--- src/rtl/mult_pkg.sv ---
// Shared definitions for the multiplier / product accumulator datapath.
package mult_pkg;
    localparam int PROD_W = 64;
    localparam int ACC_W  = 72;
    localparam int CNT_W  = 16;

    typedef enum logic [1:0] {
        IDLE  = 2'd0,
        ACCUM = 2'd1,
        DONE  = 2'd2
    } acc_state_t;

    localparam logic [ACC_W-1:0] ACC_MAX = {1'b0, {(ACC_W-1){1'b1}}};
    localparam logic [ACC_W-1:0] ACC_MIN = {1'b1, {(ACC_W-1){1'b0}}};
endpackage

--- src/rtl/product_accumulator_sat_adder.sv ---
// Combinational signed W-bit adder with overflow flag and optional clamp.
module sat_adder #(
    parameter int W   = 72,
    parameter bit SAT = 1'b1
) (
    input  logic [W-1:0] a,
    input  logic [W-1:0] b,
    output logic [W-1:0] sum,
    output logic         ovf
);
    localparam logic [W-1:0] MAX = {1'b0, {(W-1){1'b1}}};
    localparam logic [W-1:0] MIN = {1'b1, {(W-1){1'b0}}};

    logic [W-1:0] raw;

    always_comb begin
        raw = a + b;
        ovf = (a[W-1] == b[W-1]) && (raw[W-1] != a[W-1]);
        sum = raw;
        // Both operands share a sign on overflow, so a's sign picks the rail.
        if (SAT && ovf)
            sum = a[W-1] ? MIN : MAX;
    end
endmodule

--- src/rtl/product_accumulator.sv ---
// Sums a programmed number of signed products into a wide accumulator and
// presents the total with a sticky overflow flag over valid/ready.
module product_accumulator #(
    parameter int PROD_W = mult_pkg::PROD_W,
    parameter int ACC_W  = mult_pkg::ACC_W,
    parameter int CNT_W  = mult_pkg::CNT_W,
    parameter bit SAT    = 1'b1
) (
    input  logic              clk,
    input  logic              rst_n,
    input  logic              start,
    input  logic [CNT_W-1:0]  len,
    input  logic              prod_valid,
    input  logic [PROD_W-1:0] prod,
    output logic              prod_ready,
    output logic              res_valid,
    output logic [ACC_W-1:0]  res,
    output logic              res_ovf,
    input  logic              res_ready,
    output logic              busy
);
    import mult_pkg::*;

    acc_state_t       state, state_nx;
    logic [ACC_W-1:0] acc, prod_ext, acc_sum;
    logic             ovf, add_ovf;
    logic [CNT_W-1:0] remaining;

    assign prod_ext = ACC_W'($signed(prod));

    sat_adder #(.W(ACC_W), .SAT(SAT)) u_add (
        .a   (acc),
        .b   (prod_ext),
        .sum (acc_sum),
        .ovf (add_ovf)
    );

    always_ff @(posedge clk or negedge rst_n) begin
        if (!rst_n) state <= IDLE;
        else        state <= state_nx;
    end

    always_comb begin
        state_nx = state;
        case (state)
            IDLE:    if (start) state_nx = (len == '0) ? DONE : ACCUM;
            ACCUM:   if (prod_valid && remaining == CNT_W'(1)) state_nx = DONE;
            DONE:    if (res_ready) state_nx = IDLE;
            default: state_nx = IDLE;
        endcase
    end

    always_ff @(posedge clk or negedge rst_n) begin
        if (!rst_n) begin
            acc       <= '0;
            ovf       <= 1'b0;
            remaining <= '0;
        end else begin
            case (state)
                IDLE: if (start) begin
                    acc       <= '0;
                    ovf       <= 1'b0;
                    remaining <= len;
                end
                ACCUM: if (prod_valid) begin
                    acc       <= acc_sum;
                    ovf       <= ovf | add_ovf;
                    remaining <= remaining - CNT_W'(1);
                end
                default: ;
            endcase
        end
    end

    // Handshake outputs are pure state decodes, never combinational on inputs.
    assign prod_ready = (state == ACCUM);
    assign res_valid  = (state == DONE);
    assign busy       = (state != IDLE);
    assign res        = acc;
    assign res_ovf    = ovf;
endmodule

--- config.mk ---
export PLATFORM = sky130hd
export DESIGN_NAME = product_accumulator
export DESIGN_NICKNAME = d
export VERILOG_FILES = /design/src/rtl/mult_pkg.sv /design/src/rtl/product_accumulator_sat_adder.sv /design/src/rtl/product_accumulator.sv
export SDC_FILE = /design/constraint.sdc
export NUM_CORES = 1
export LEC_CHECK = 0
export BUFFER_PORTS_ARGS = -buffer_cell sky130_fd_sc_hd__buf_2
export CAP_MARGIN = 20
export CORE_MARGIN = 2
export CORE_UTILIZATION = 55
export CTS_BUF_LIST = sky130_fd_sc_hd__clkbuf_8
export DETAILED_ROUTE_END_ITERATION = 10
export PLACE_DENSITY = 0.89
export SYNTH_ARGS = -nofsm -noshare
export SYNTH_HDL_FRONTEND = slang
export SYNTH_SLANG_ARGS = --single-unit
--- constraint.sdc ---
create_clock -name clk -period 3.6 [get_ports clk]
set_clock_uncertainty 0.05 [all_clocks]
set_input_delay 0.54 -clock clk [delete_from_list [all_inputs] [get_ports clk]]
set_output_delay 0.54 -clock clk [all_outputs]
set_load 0.02 [all_outputs]
== After elaboration in Yosys (flattened, before gate mapping) ==
Index checks and enable logic that the tools add are counted.

* Bitwise operators: 1
* Reductions and logical operators: 8
* Mux-type cells: 16
* Eq/ne operators: 9
* $add $sub $neg: 2

{| class="wikitable"
|+ Operators by type and width
! cell !! number
|-
| $mux 72 || 4
|-
| $pmux 72 s2 || 1
|-
| $add 72x72->72 || 1
|-
| $mux 16 || 2
|-
| $pmux 16 s2 || 1
|-
| $eq 16x1->1 const B || 1
|-
| $logic_not 16->1 || 1
|-
| $sub 16x1->16 const B || 1
|-
| $mux 2 || 4
|-
| $pmux 2 s3 || 1
|-
| $reduce_and 3->1 || 2
|-
| $ne 2x1->1 const B || 2
|-
| $ne 2x2->1 const B || 2
|-
| $reduce_bool 2->1 || 2
|-
| $eq 2x1->1 const B || 1
|-
| $eq 2x2->1 const B || 1
|-
| $logic_and 1x1->1 || 2
|-
| $logic_not 2->1 || 1
|-
| $mux 1 || 2
|-
| $pmux 1 s2 || 1
|-
| $eq 1x1->1 || 1
|-
| $ne 1x1->1 || 1
|-
| $or 1x1->1 || 1
|}

* Output and inout port bits: 76
* Word-level logic and storage cells: 40
* Register bits: 91
* Bits of input ports: 85

== Longest topological paths before layout ==
Gate-level depths: netlist of the first run.

* Word-level depth: 6
* Depth in mapped cells: 15
* Gate-level depth less buffers: 14

== Hierarchy ==
From an unflattened synthesis of the first run, not the netlist that was laid out.

* Cells, all modules: 1,188
* Area, all modules: 9,083.7 um^2

{| class="wikitable"
|+ Modules (own cells, without submodules)
! module !! cells each !! instances !! sequential area each (um^2) !! area an instance (um^2)
|-
| sat_adder || 721 || 1 || 0.0 || 4,994.8
|-
| product_accumulator || 467 || 1 || 2,277.2 || 4,088.9
|}

== Least setup slack after synthesis of the first run ==
No wires, ideal clock.

* Kind: input port to flip-flop
* Start point: in prod[32]
* End point: reg acc[65], in the netlist res[65]
* Path slack: 0.269 ns
* Required time: 3.424 ns
* Buffers on the path: 2
* Stages on the path: 13
* Library setup time: 0.126 ns
* Arrival time: 3.155 ns
* Path through: ha_1 -> buf_2 -> a21o_1 -> a21o_1 -> a32o_1 -> or4b_4 -> a21oi_4 -> a2111oi_4 -> a21oi_4 -> a31o_1 -> buf_6 -> a211oi_1 -> a221o_1

* Longest elaborated chain between the ends: 6

{| class="wikitable"
|+ RTL lines
! what !! RTL line !! RTL
|-
| start, declared || product_accumulator.sv:14 || <nowiki>input logic [PROD_W-1:0] prod,</nowiki>
|-
| $add 72x72->72 (*) || product_accumulator_sat_adder.sv:17 || <nowiki>raw = a + b;</nowiki>
|-
| $ne 1x1->1 || product_accumulator_sat_adder.sv:18 || <nowiki>ovf = (a[W-1] == b[W-1]) && (raw[W-1] != a[W-1]);</nowiki>
|-
| $logic_and 1x1->1 || product_accumulator_sat_adder.sv:18 ||
|-
| $mux 72 (*) || product_accumulator_sat_adder.sv:21 || <nowiki>if (SAT && ovf)</nowiki>
|-
| $mux 72 (*) || product_accumulator.sv:65 || <nowiki>ACCUM: if (prod_valid) begin</nowiki>
|-
| $pmux 72 s2 (*) || product_accumulator.sv:59 || <nowiki>case (state)</nowiki>
|-
| end signal, assigned || product_accumulator.sv:66 || <nowiki>acc <= acc_sum;</nowiki>
|-
| end, declared || product_accumulator.sv:25 || <nowiki>logic [ACC_W-1:0] acc, prod_ext, acc_sum;</nowiki>
|}

Every way passes the cells marked *; elsewhere a longest branch is shown, timed or not. The select of a mux whose other input is x is not followed.
A chain may end at the register's enable or synchronous reset.

== Final worst setup path of the first run ==
* Start point: reg acc[0], in the netlist res[0]
* End point: reg acc[58], in the netlist res[58]

* Longest elaborated chain between the ends: 6

{| class="wikitable"
|+ RTL lines
! what !! RTL line
|-
| $add 72x72->72 (*) || product_accumulator_sat_adder.sv:17
|-
| $ne 1x1->1 || product_accumulator_sat_adder.sv:18
|-
| $logic_and 1x1->1 || product_accumulator_sat_adder.sv:18
|-
| $mux 72 (*) || product_accumulator_sat_adder.sv:21
|-
| $mux 72 (*) || product_accumulator.sv:65
|-
| $pmux 72 s2 (*) || product_accumulator.sv:59
|}

Marks and branches as above.

==> results of run 1 <==
repair_timing:
action,CTS,global route
gates resized for setup,0,7
setup buffers,0,2
setup endpoints to repair,0,31
synth_stat cells, types with 6 or more instances:
library cell    n
nor3_1         19
nand4_1        18
inv_1          25
o21bai_1       18
nor2_1        110
o21ai_1        43
dfrtp_1        91
clkbuf_1       40
a21oi_1       107
buf_2          11
o211ai_1        7
xor2_1         29
a21o_1         53
nand2b_1        8
or3_1           6
a31oi_1        16
o21ai_0        95
a22oi_1         7
ha_1           73
xnor2_1        31
and2_1          9
nand2_1       139
nor2b_1         7
a211oi_1        9
nor4_1         10
and3_1          8
nand3_1        22
cell families after synthesis:
kind of cell             synth area share
adder cells (fa/ha/maj)             0.113
multiplexers                      0.00362
XOR/XNOR                           0.0634
AO/OA/AOI/OAI                       0.296
flip-flops                          0.275
buffers and inverters              0.0420
AND/OR/NAND/NOR                     0.208
worst paths after layout:
kind                       depth (start not counted)          start            end
setup / recovery                                  14         res[0]        res[58]
hold / removal                                     1          rst_n         res[7]
setup reg to reg                                  14         res[0]        res[58]
hold reg to reg                                    2  remaining[13]  remaining[13]
max in group asynchronous                          2          rst_n        res[55]
min in group clk                                   4      res_ready       state[1]
power by group:
group	internal (mW)	total, mW	switching [mW]
sequential	1.44	1.80	0.357
clock	0.300	0.683	0.383
combinational	2.39	5.97	3.58
total	4.13	8.46	4.32
per-stage QoR:
step                      TNS, ns  hold slack [ns]
after floorplan                 0            0.194
after global placement    -0.0804            0.419
after detailed placement   -0.451            0.433
after CTS                       0            0.189
after global routing      -0.0496            0.215
final                           0            0.171
cell type report:
| class | count | area share |
|---|---|---|
| Clock inverter | 3 | 0.00151 |
| Multi-Input combinational cell | 914 | 0.576 |
| Antenna cell | 1 | 0.000252 |
| Inverter | 25 | 0.00946 |
| Clock buffer | 12 | 0.0166 |
| Tap cell | 184 | 0.0232 |
| Timing Repair Buffer | 236 | 0.143 |
| Sequential cell | 91 | 0.229 |
worst register-to-register path: cells and delay by family (launching register included):
family | cells | cell delay [ns]
fa+ha+maj | 2 | 0.40
buf+inv | 2 | 0.26
flops | 1 | 0.42
compound gates | 7 | 1.80
simple gates | 2 | 0.25
xor+xnor | 1 | 0.20
registers in the layout (all words and copies together) (netlist names):
register,flops
remaining,16
state,2
res,72
res_ovf,1
routing by layer:
metal | wire length (um) | global-route usage | vias up | part of all wire
met3 | 2060 | 0.0405 | 69 | 0.084
met5 | 0 | 0 | - | 0
met4 | 935 | 0.136 | 0 | 0.038
met1 | 10600 | 0.417 | 4149 | 0.43
li1 | - | - | 4302 | -
met2 | 11000 | 0.480 | 507 | 0.45
==> impl_results.md, run 1 <==
* Status: completed
* Count of input and output buffers at 160
* Antenna violations before repair at 1
* DR iter-0 viols at 985
* Pleak at 5.11 nW
* Max Slew Vio Count at 0
* Wirelength per Cell at 16.8 um
* EDFF count, synth at 0
* DP Worst Slack at -0.127 ns
* Endpoints failing setup at 0
* Initial Utilization at 0.566
* H-tree levels at 3
* Area contributors post-synth: dfrtp_1 27%, ha_1 11%, a21oi_1 6.5%
* Crit share post-route at 0.970
* Die Wd at 127 um
* TritonRoute pass-1 iters at 9
* DRT antenna net count at 0
* I/O pin count at 161
* Chip height at 127 um
* Rel. slew slack at 0.492
* Inserted Clock Buffers at 9
* Non-filler cells, final at 1466
* Critical path class: reg -> reg
* Syn Nets at 1246
* Fin crit period at 3.49 ns
* GPL Wtd Cong at 0.974
* Setup ws final at 0.108 ns
* Clk_lat worst skew at 0.39 ns
* R2R setup slack at 0.11 ns
* Slowest CP cell: o211ai_1
* CP bufs+invs at 2
* Register area at 2280 um2
* Post-synth ARST share at 1.00
* Total GRT Usage at 0.304
* Unique masters post-synth at 63
* Synth Area per Inst at 7.63 um2
* WP data required at 3.82 ns
* Critical Path End Type: register
* Clock slew at reported path FFs at 0.09 ns
* GRT overflow at 0
* Final wirelength at 24600 um
* Worst slew pin tran at 0.762 ns
* Vias in the first global route at 8441
* Register bit total from synthesis at 91
* Worst-case clock buffer depth at 2
* Largest net degree at the start of global routing at 59
* Max frequency at 286 MHz
* Critical path launch point type: register
* Synth Cell Area at 8290 um2
* Most common cell after layout, fill and taps aside: buf_2
* Number of cell rows at 44
* Max Cap Viol at 0
* Ys Warns at 0
* First-pass GRT wire length at 40200 um
* CTS root buf: clkbuf_8
* Post-synthesis sequential area ratio at 0.275
* Filler cells at 1233
* CP max stage delay at 0.44 ns
* Residual DRC at 0
* Most frequent CP cell: o211ai_1
* Top FF cell, synth: dfrtp_1
* Area of placed instances at 9700 um2
* Delay-heaviest family, CP: compound AO/OA/AOI/OAI gates
* Hold buffers post-CTS at 0
* Post-route cell area at 9920 um2
* Layout cell share with drive strength beyond 1 at 0.215
* CP max FO at 3
* Cells after Synth at 1087
* Placed cells at 1448
* PD cells at 852 nW/um2
* Utilization after layout at 0.678
* Crit path arrival time at 3.71 ns
* Most frequent cells in the layout: 159 x buf_2, 139 x nand2_1, 110 x nor2_1
* Peak VDD IR at 0.435 mV
* Layout area overhead at 19.7%
* Fin nets at 1436
* Hold Path Class: in -> async
* Leading area contributor after synthesis: dfrtp_1
* CTS tree: done
* Die footprint at 16100 um2
* Vias per cell at 6.16
* Total power at 8.46 mW
* Footprint of the multi-input gates at 5720 um2
* Unrepaired setup endpoints after global routing: yes
* CTS Sinks at 91
* Core box area at 14600 um2
* Post-DP HPWL at 18600 um
* Final Hold Viols at 0
* Area fraction of the dominant cell type after synthesis at 0.275
* Vias after detailed routing at 9027
* Cell Chain, Critical Path: ha_1 -> inv_1 -> fa_1 -> nor2b_1 -> o2111ai_2 -> a211oi_2 -> o211ai_1 -> a31oi_2 -> o211ai_1 -> nand3b_1 -> buf_4 -> a21boi_0 -> xor2_1 -> o21ai_1
No activity file was read; power rests on OpenSTA's default activity.
==> run 2, diff against run 1 <==
--- a/config.mk
+++ b/config.mk
@@ -5,13 +5,14 @@
 export SDC_FILE = /design/constraint.sdc
 export NUM_CORES = 1
 export LEC_CHECK = 0
+export ABC_AREA = 1
 export BUFFER_PORTS_ARGS = -buffer_cell sky130_fd_sc_hd__buf_2
 export CAP_MARGIN = 20
 export CORE_MARGIN = 2
 export CORE_UTILIZATION = 55
 export CTS_BUF_LIST = sky130_fd_sc_hd__clkbuf_8
 export DETAILED_ROUTE_END_ITERATION = 10
-export PLACE_DENSITY = 0.89
+export PLACE_DENSITY = 0.87
 export SYNTH_ARGS = -nofsm -noshare
 export SYNTH_HDL_FRONTEND = slang
 export SYNTH_SLANG_ARGS = --single-unit
==> impl_results.md, run 2 <==
* CTS Sinks at 91 (unchanged)
* Layout cell share with drive strength beyond 1 at 0.108 (-0.107)
* Initial Utilization at 0.557 (-0.00932)
* Vias after detailed routing at 12300 (+36%)
* TritonRoute pass-1 iters at 5 (-4)
* Max frequency at 313 MHz (+9.3%)
* Post-synthesis sequential area ratio at 0.212 (-0.0625)
* CTS tree: done
* Top-count cell post-synth: nand2_1
* Unique masters post-synth at 40 (-37%)
* CTS resizes at 0 (unchanged)
* R2R setup slack at 0.41 ns (+0.30 ns)
* Filler cells at 2023 (+64%)
* Vias in the first global route at 11200 (+33%)
* Setup_tns at 0 ns (unchanged)
* Chip height at 144 um (+13%)
* Worst r2r src: res[0]
* Top FF cell, synth: dfrtp_1
* Utilization after layout at 0.620 (-0.0576)
* Cells after Synth at 1917 (+76%)
* Crit path arrival time at 3.46 ns (-0.25 ns)
* PD cells at 849 nW/um2 (-0.33%)
* Hold Path Class: in -> async
* Placed cells at 2321 (+60%)
* Pleak at 7.14 nW (+40%)
* Number of cell rows at 51 (+16%)
* CTS root buf: clkbuf_8
* Crit share post-route at 0.887 (-0.0825)
* DR iter-0 viols at 853 (-13%)
* Synth Area per Inst at 5.60 um2 (-27%)
* Wirelength per Cell at 15.5 um (-7.5%)
* WP data required at 3.87 ns (+0.05 ns)
* GPL Wtd Cong at 1.04 (+7.2%)
* Synth Cell Area at 10700 um2 (+29%)
* Critical path class: reg -> reg
* Die Wd at 144 um (+13%)
* Core box area at 19300 um2 (+32%)
* Worst-case clock buffer depth at 2 (unchanged)
* Post-CTS setup buffers at 0 (unchanged)
* Worst slew pin tran at 0.903 ns (+0.140 ns)
* Die footprint at 20600 um2 (+28%)
* Critical Path End Type: register
* Total GRT Usage at 0.353 (+0.0496)
* Inserted Clock Buffers at 9 (unchanged)
* Endpoints failing setup at 0 (unchanged)
* Layout area overhead at 11.4%
* Post-DP HPWL at 29500 um (+58%)
* Max Slew Vio Count at 0 (unchanged)
* Ys Warns at 0 (unchanged)
* Worst Reg-to-Reg Cells at 19 (+5)
* Hold buffers post-CTS at 0 (unchanged)
* First-pass GRT wire length at 56600 um (+41%)
* Vias per cell at 5.25 (-15%)
* DP Worst Slack at 0.230 ns (+0.357 ns)
* Post-synth top cells: 893 x nand2_1, 288 x inv_1, 193 x nor2_1, 91 x dfrtp_1, 79 x a21oi_1
* Setup ws final at 0.405 ns (+0.297 ns)
* Unrepaired setup endpoints after global routing: no
* Peak VDD IR at 0.422 mV (-3.1%)
* Count of input and output buffers at 160 (unchanged)
* Critical R2R Capture: res[48]
* Area contributors post-synth: nand2_1 31%, dfrtp_1 21%, inv_1 10%
* Register bit total from synthesis at 91 (unchanged)
* Final wirelength at 36200 um (+47%)
* Most frequent cells in the layout: 893 x nand2_1, 289 x inv_1, 192 x nor2_1
* Clk_lat worst skew at 0.41 ns (+0.02 ns)
* EDFF count, synth at 0 (unchanged)
* I/O pin count at 161 (unchanged)
* Syn Nets at 2076 (+67%)
* Rel. slew slack at 0.398 (-0.0935)
* Max Cap Viol at 0 (unchanged)
* Post-synth ARST share at 1.00 (unchanged)
* Critical path launch point type: register
* Crit path to: res[48]
* Fin nets at 2226 (+55%)
* Status: completed
* GRT overflow at 0 (unchanged)
* Fin crit period at 3.19 ns (-0.297 ns)
* Max reg flops at 72 (unchanged)
* H-tree levels at 3 (unchanged)
* Final Hold Viols at 0 (unchanged)
* Clock slew at reported path FFs at 0.11 ns (+0.02 ns)
* Critical Path Start: res[0]
* Most common cell after layout, fill and taps aside: nand2_1
* Residual DRC at 0 (unchanged)
* Largest net degree at the start of global routing at 82 (+39%)
* Leading area contributor after synthesis: nand2_1
* CP max FO at 5 (+2)
* Area fraction of the dominant cell type after synthesis at 0.312 (+0.0377)
* Non-filler cells, final at 2337 (+59%)
* DRT antenna net count at 0 (unchanged)
* Ant diodes at 0 (-1)
* Antenna violations before repair at 0 (-1)
==> run 2: cell count changes after synthesis, moves of 15 or more <==
cell | before | now
o21ai_0 | 95 | 46
a31oi_1 | 16 | 1
nand2_1 | 139 | 893
nand3b_1 | 1 | 23
xor2_1 | 29 | 6
inv_1 | 25 | 288
a21o_1 | 53 | 2
o21ai_1 | 43 | 1
a21oi_1 | 107 | 79
nor2_1 | 110 | 193
nand3_1 | 22 | 54
clkbuf_1 | 40 | 12
==> run 2: layer usage <==
metal  routed length [um]  vias up  GRT usage  part of all wire
met4                 1870        0      0.185             0.052
met5                    0        -          0                 0
met2                15500      493      0.551              0.43
met3                 3080       93     0.0770             0.085
li1                     -     6165          -                 -
met1                15800     5515      0.458              0.44
==> run 2: worst min path at each step <==
stage / start / to
floorplan: rst_n / remaining[0]
global placement: res[46] / res[46]
detailed placement: res[28] / res[28]
CTS: rst_n / res[15]
global route: rst_n / res[13]
finish: rst_n / res[15]
==> run 2: worst max-delay path, stage by stage, from the launching register on <==
cell	delay (ns)
dfrtp_1	0.39
ha_1	0.32
inv_1	0.09
fa_1	0.40
inv_1	0.12
nand3_1	0.08
nand3_1	0.22
nand2_1	0.08
nand3_1	0.25
nand2_1	0.09
nand2_1	0.16
nand2_1	0.07
nand2_1	0.25
nand2_1	0.13
nand2_1	0.09
nand2_1	0.05
nand2_1	0.08
nand2_1	0.06
nand2_1	0.08
nand2_1	0.05
==> run 2: area by class of cell <==
class / instances / area [um2] / area share
multi-input cells: 1503 / 7150 / 0.598
repair buffers: 166 / 861 / 0.0720
clock inverters: 7 / 97.6 / 0.00817
well taps: 265 / 332 / 0.0277
flip-flops and latches: 91 / 2280 / 0.191
clock buffers: 9 / 124 / 0.0104
inverters: 296 / 1110 / 0.0930
==> run 2: kinds of logic after synthesis <==
family	synth area share
compound gates	0.0808
xor+xnor	0.0335
fa+ha+maj	0.0870
buf+inv	0.122
flops	0.212
simple gates	0.464
==> run 2: where the power goes <==
part / switching, mW / internal, mW
clock network: 0.464 / 0.398
logic: 4.99 / 2.43
registers: 0.390 / 1.47
==> run 2: per-stage QoR <==
step / instance area, um2 / total power [mW] / hold WS, ns
floorplan: 10700 / 7.31 / 0.194
finish: 11900 / 10.1 / 0.0153
detailed placement: 11700 / 9.17 / 0.441
CTS: 11900 / 10.0 / 0.0212
global placement: 11700 / 9.06 / 0.434
global route: 11900 / 11.1 / 0.0441
==> run 3, diff against run 2 <==
==> constraint.sdc (replaced) <==
create_clock -name clk -period 3.7 [get_ports clk]
set_clock_uncertainty 0.05 [all_clocks]
set_input_delay 0.555 -clock clk [delete_from_list [all_inputs] [get_ports clk]]
set_output_delay 0.555 -clock clk [all_outputs]
set_load 0.02 [all_outputs]
==> impl_results.md, run 3 (synthesis gave the netlist of run 2 again) <==
* CP max FO at 5 (unchanged)
* Number of cell rows at 51 (unchanged)
* Critical path launch point type: register
* Final wirelength at 36300 um (+0.29%)
* Total GRT Usage at 0.357 (+0.00353)
* R2R setup slack at 0.55 ns (+0.14 ns)
* Part of the power in combinational logic at 0.726 (-0.005)
* Sequential Power Share at 0.182 (-0.002)
* Hold buffers post-CTS at 0 (unchanged)
* CTS root buf: clkbuf_8
* WP data required at 3.94 ns (+0.07 ns)
* Max frequency at 317 MHz (+1.4%)
* Net Sw Power at 5.70 mW (-2.5%)
* Vias in the first global route at 11400 (+1.0%)
* Chip height at 144 um (unchanged)
* Inserted Clock Buffers at 9 (unchanged)
* DRT antenna net count at 0 (unchanged)
* Peak VDD IR at 0.450 mV (+6.7%)
* Worst-case clock buffer depth at 2 (unchanged)
* Layout cell share with drive strength beyond 1 at 0.107 (-0.000862)
* Largest net degree at the start of global routing at 82 (unchanged)
* Fin crit period at 3.15 ns (-0.0433 ns)
* Clk_lat worst skew at 0.42 ns (about the same)
* Vias per cell at 5.22 (-0.61%)
* DR iter-0 viols at 946 (+11%)
* Residual DRC at 0 (unchanged)
* Worst r2r src: res[0]
* Critical path class: reg -> reg
* Post-DP HPWL at 29500 um (about the same)
* Core box area at 19300 um2 (unchanged)
* Power Internal at 4.25 mW (-1.2%)
* Critical Path Start: res[0]
* Crit share post-route at 0.852 (-0.0357)
* Hold Path Class: in -> async
* Layout area overhead at 11.6%
* Wirelength per Cell at 15.6 um (+0.37%)
* Crit path to: res[64]
* Critical Path End Type: register
* Endpoints failing setup at 0 (unchanged)
* Unrepaired setup endpoints after global routing: no
* H-tree levels at 3 (unchanged)
* Max Cap Viol at 0 (unchanged)
* Crit path arrival time at 3.39 ns (-0.07 ns)
* Worst Reg-to-Reg Cells at 19 (unchanged)
* CTS resizes at 0 (unchanged)
* Fin nets at 2224 (-0.090%)
* Setup_tns at 0 ns (unchanged)
* CTS tree: done
* Most frequent cells in the layout: 893 x nand2_1, 289 x inv_1, 192 x nor2_1
* Hold_ws at 0.0859 ns (+0.0706 ns)
* Max reg flops at 72 (unchanged)
* Non-filler cells, final at 2335 (-0.086%)
* Total power at 9.95 mW (-1.9%)
* GRT overflow at 0 (unchanged)
* I/O pin count at 161 (unchanged)
* Post-CTS setup buffers at 0 (unchanged)
* Pleak at 7.14 nW (about the same)
* Die footprint at 20600 um2 (unchanged)
* Final Hold Viols at 0 (unchanged)
* Switching part of the total at 0.573 (-0.00326)
* Max Slew Vio Count at 0 (unchanged)
* Clk pwr share at 0.091 (+0.006)
* CTS Sinks at 91 (unchanged)
* Critical R2R Capture: res[64]
* GPL Wtd Cong at 1.06 (+1.5%)
* Antenna violations before repair at 0 (unchanged)
* Most common cell after layout, fill and taps aside: nand2_1
* Filler cells at 1962 (-3.0%)
* First-pass GRT wire length at 57500 um (+1.5%)
* Rel. slew slack at 0.383 (-0.0148)
* Vias after detailed routing at 12200 (-0.69%)
* Count of input and output buffers at 160 (unchanged)
* Initial Utilization at 0.557 (unchanged)
* Die Wd at 144 um (unchanged)
* TritonRoute pass-1 iters at 6 (+1)
* Clock slew at reported path FFs at 0.10 ns (about the same)
* Worst slew pin tran at 0.925 ns (+0.0222 ns)
* Placed cells at 2319 (-0.086%)
* Status: completed
* Ant diodes at 0 (unchanged)
* PD cells at 831 nW/um2 (-2.1%)
==> run 3: cell count changes in the layout (fill, tap and decap cells not counted) <==
cell | before | now
bufinv_16 | 2 | 3
clkinv_2 | 1 | 0
buf_12 | 1 | 2
buf_4 | 6 | 3
==> run 3: worst min-delay path by stage <==
stage	slack, ns	endpoint	startpoint	cells after the start
CTS	0.1	res[60]	rst_n	1
detailed placement	0.44	res[61]	res[61]	2
global placement	0.43	res[46]	res[46]	2
global route	0.12	res[13]	rst_n	1
floorplan	0.21	remaining[0]	rst_n	0
finish	0.09	res[13]	rst_n	1
==> run 3: power groups by stage <==
stage,clock network [mW],logic [mW],registers (mW)
after floorplan,0,4.97,2.14
after global placement,0,7.00,1.81
after detailed placement,0,7.11,1.83
after CTS,0.912,7.14,1.81
after global routing,0.953,8.07,1.87
final,0.908,7.23,1.82
==> run 3: worst max-delay path, stage by stage (launching register included) <==
cell	delay [ns]
dfrtp_1	0.38
ha_1	0.31
inv_1	0.09
fa_1	0.41
inv_1	0.13
nand3_1	0.08
nand3_1	0.21
nand2_1	0.08
nand3_1	0.23
nand2_1	0.08
nand2_1	0.17
nand2_1	0.07
nand2_1	0.24
nand2_1	0.15
nand2_1	0.08
nand2_1	0.04
nand2_1	0.06
nand2_1	0.05
nand2_1	0.08
nand2_1	0.05
==> run 3: through the flow <==
stage / utilization / instance area, um2 / worst slack, ns
2_1_floorplan: - / 10700 / 1.21
3_3_place_gp: 0.608 / 11700 / 0.329
3_5_place_dp: 0.608 / 11700 / 0.316
4_1_cts: 0.621 / 12000 / 0.567
5_1_grt: 0.621 / 12000 / 0.296
6_report: 0.621 / 12000 / 0.549
==> run 3: routing by layer <==
metal / up-vias / wire (um) / GRT usage
met4: 0 / 1200 / 0.126
met5: - / 0 / 0
met2: 505 / 16000 / 0.579
met1: 5463 / 16100 / 0.480
met3: 63 / 3010 / 0.0586
li1: 6150 / - / -
==> run 3: cell type report <==
| cell class | instances | area, um2 | area share |
|---|---|---|---|
| clock inverter | 7 | 123 | 0.0102 |
| multi-input combinational | 1503 | 7150 | 0.597 |
| sequential | 91 | 2280 | 0.190 |
| tap | 265 | 332 | 0.0277 |
| inverter | 296 | 1110 | 0.0928 |
| timing repair buffer | 164 | 858 | 0.0717 |
| clock buffer | 9 | 124 | 0.0103 |
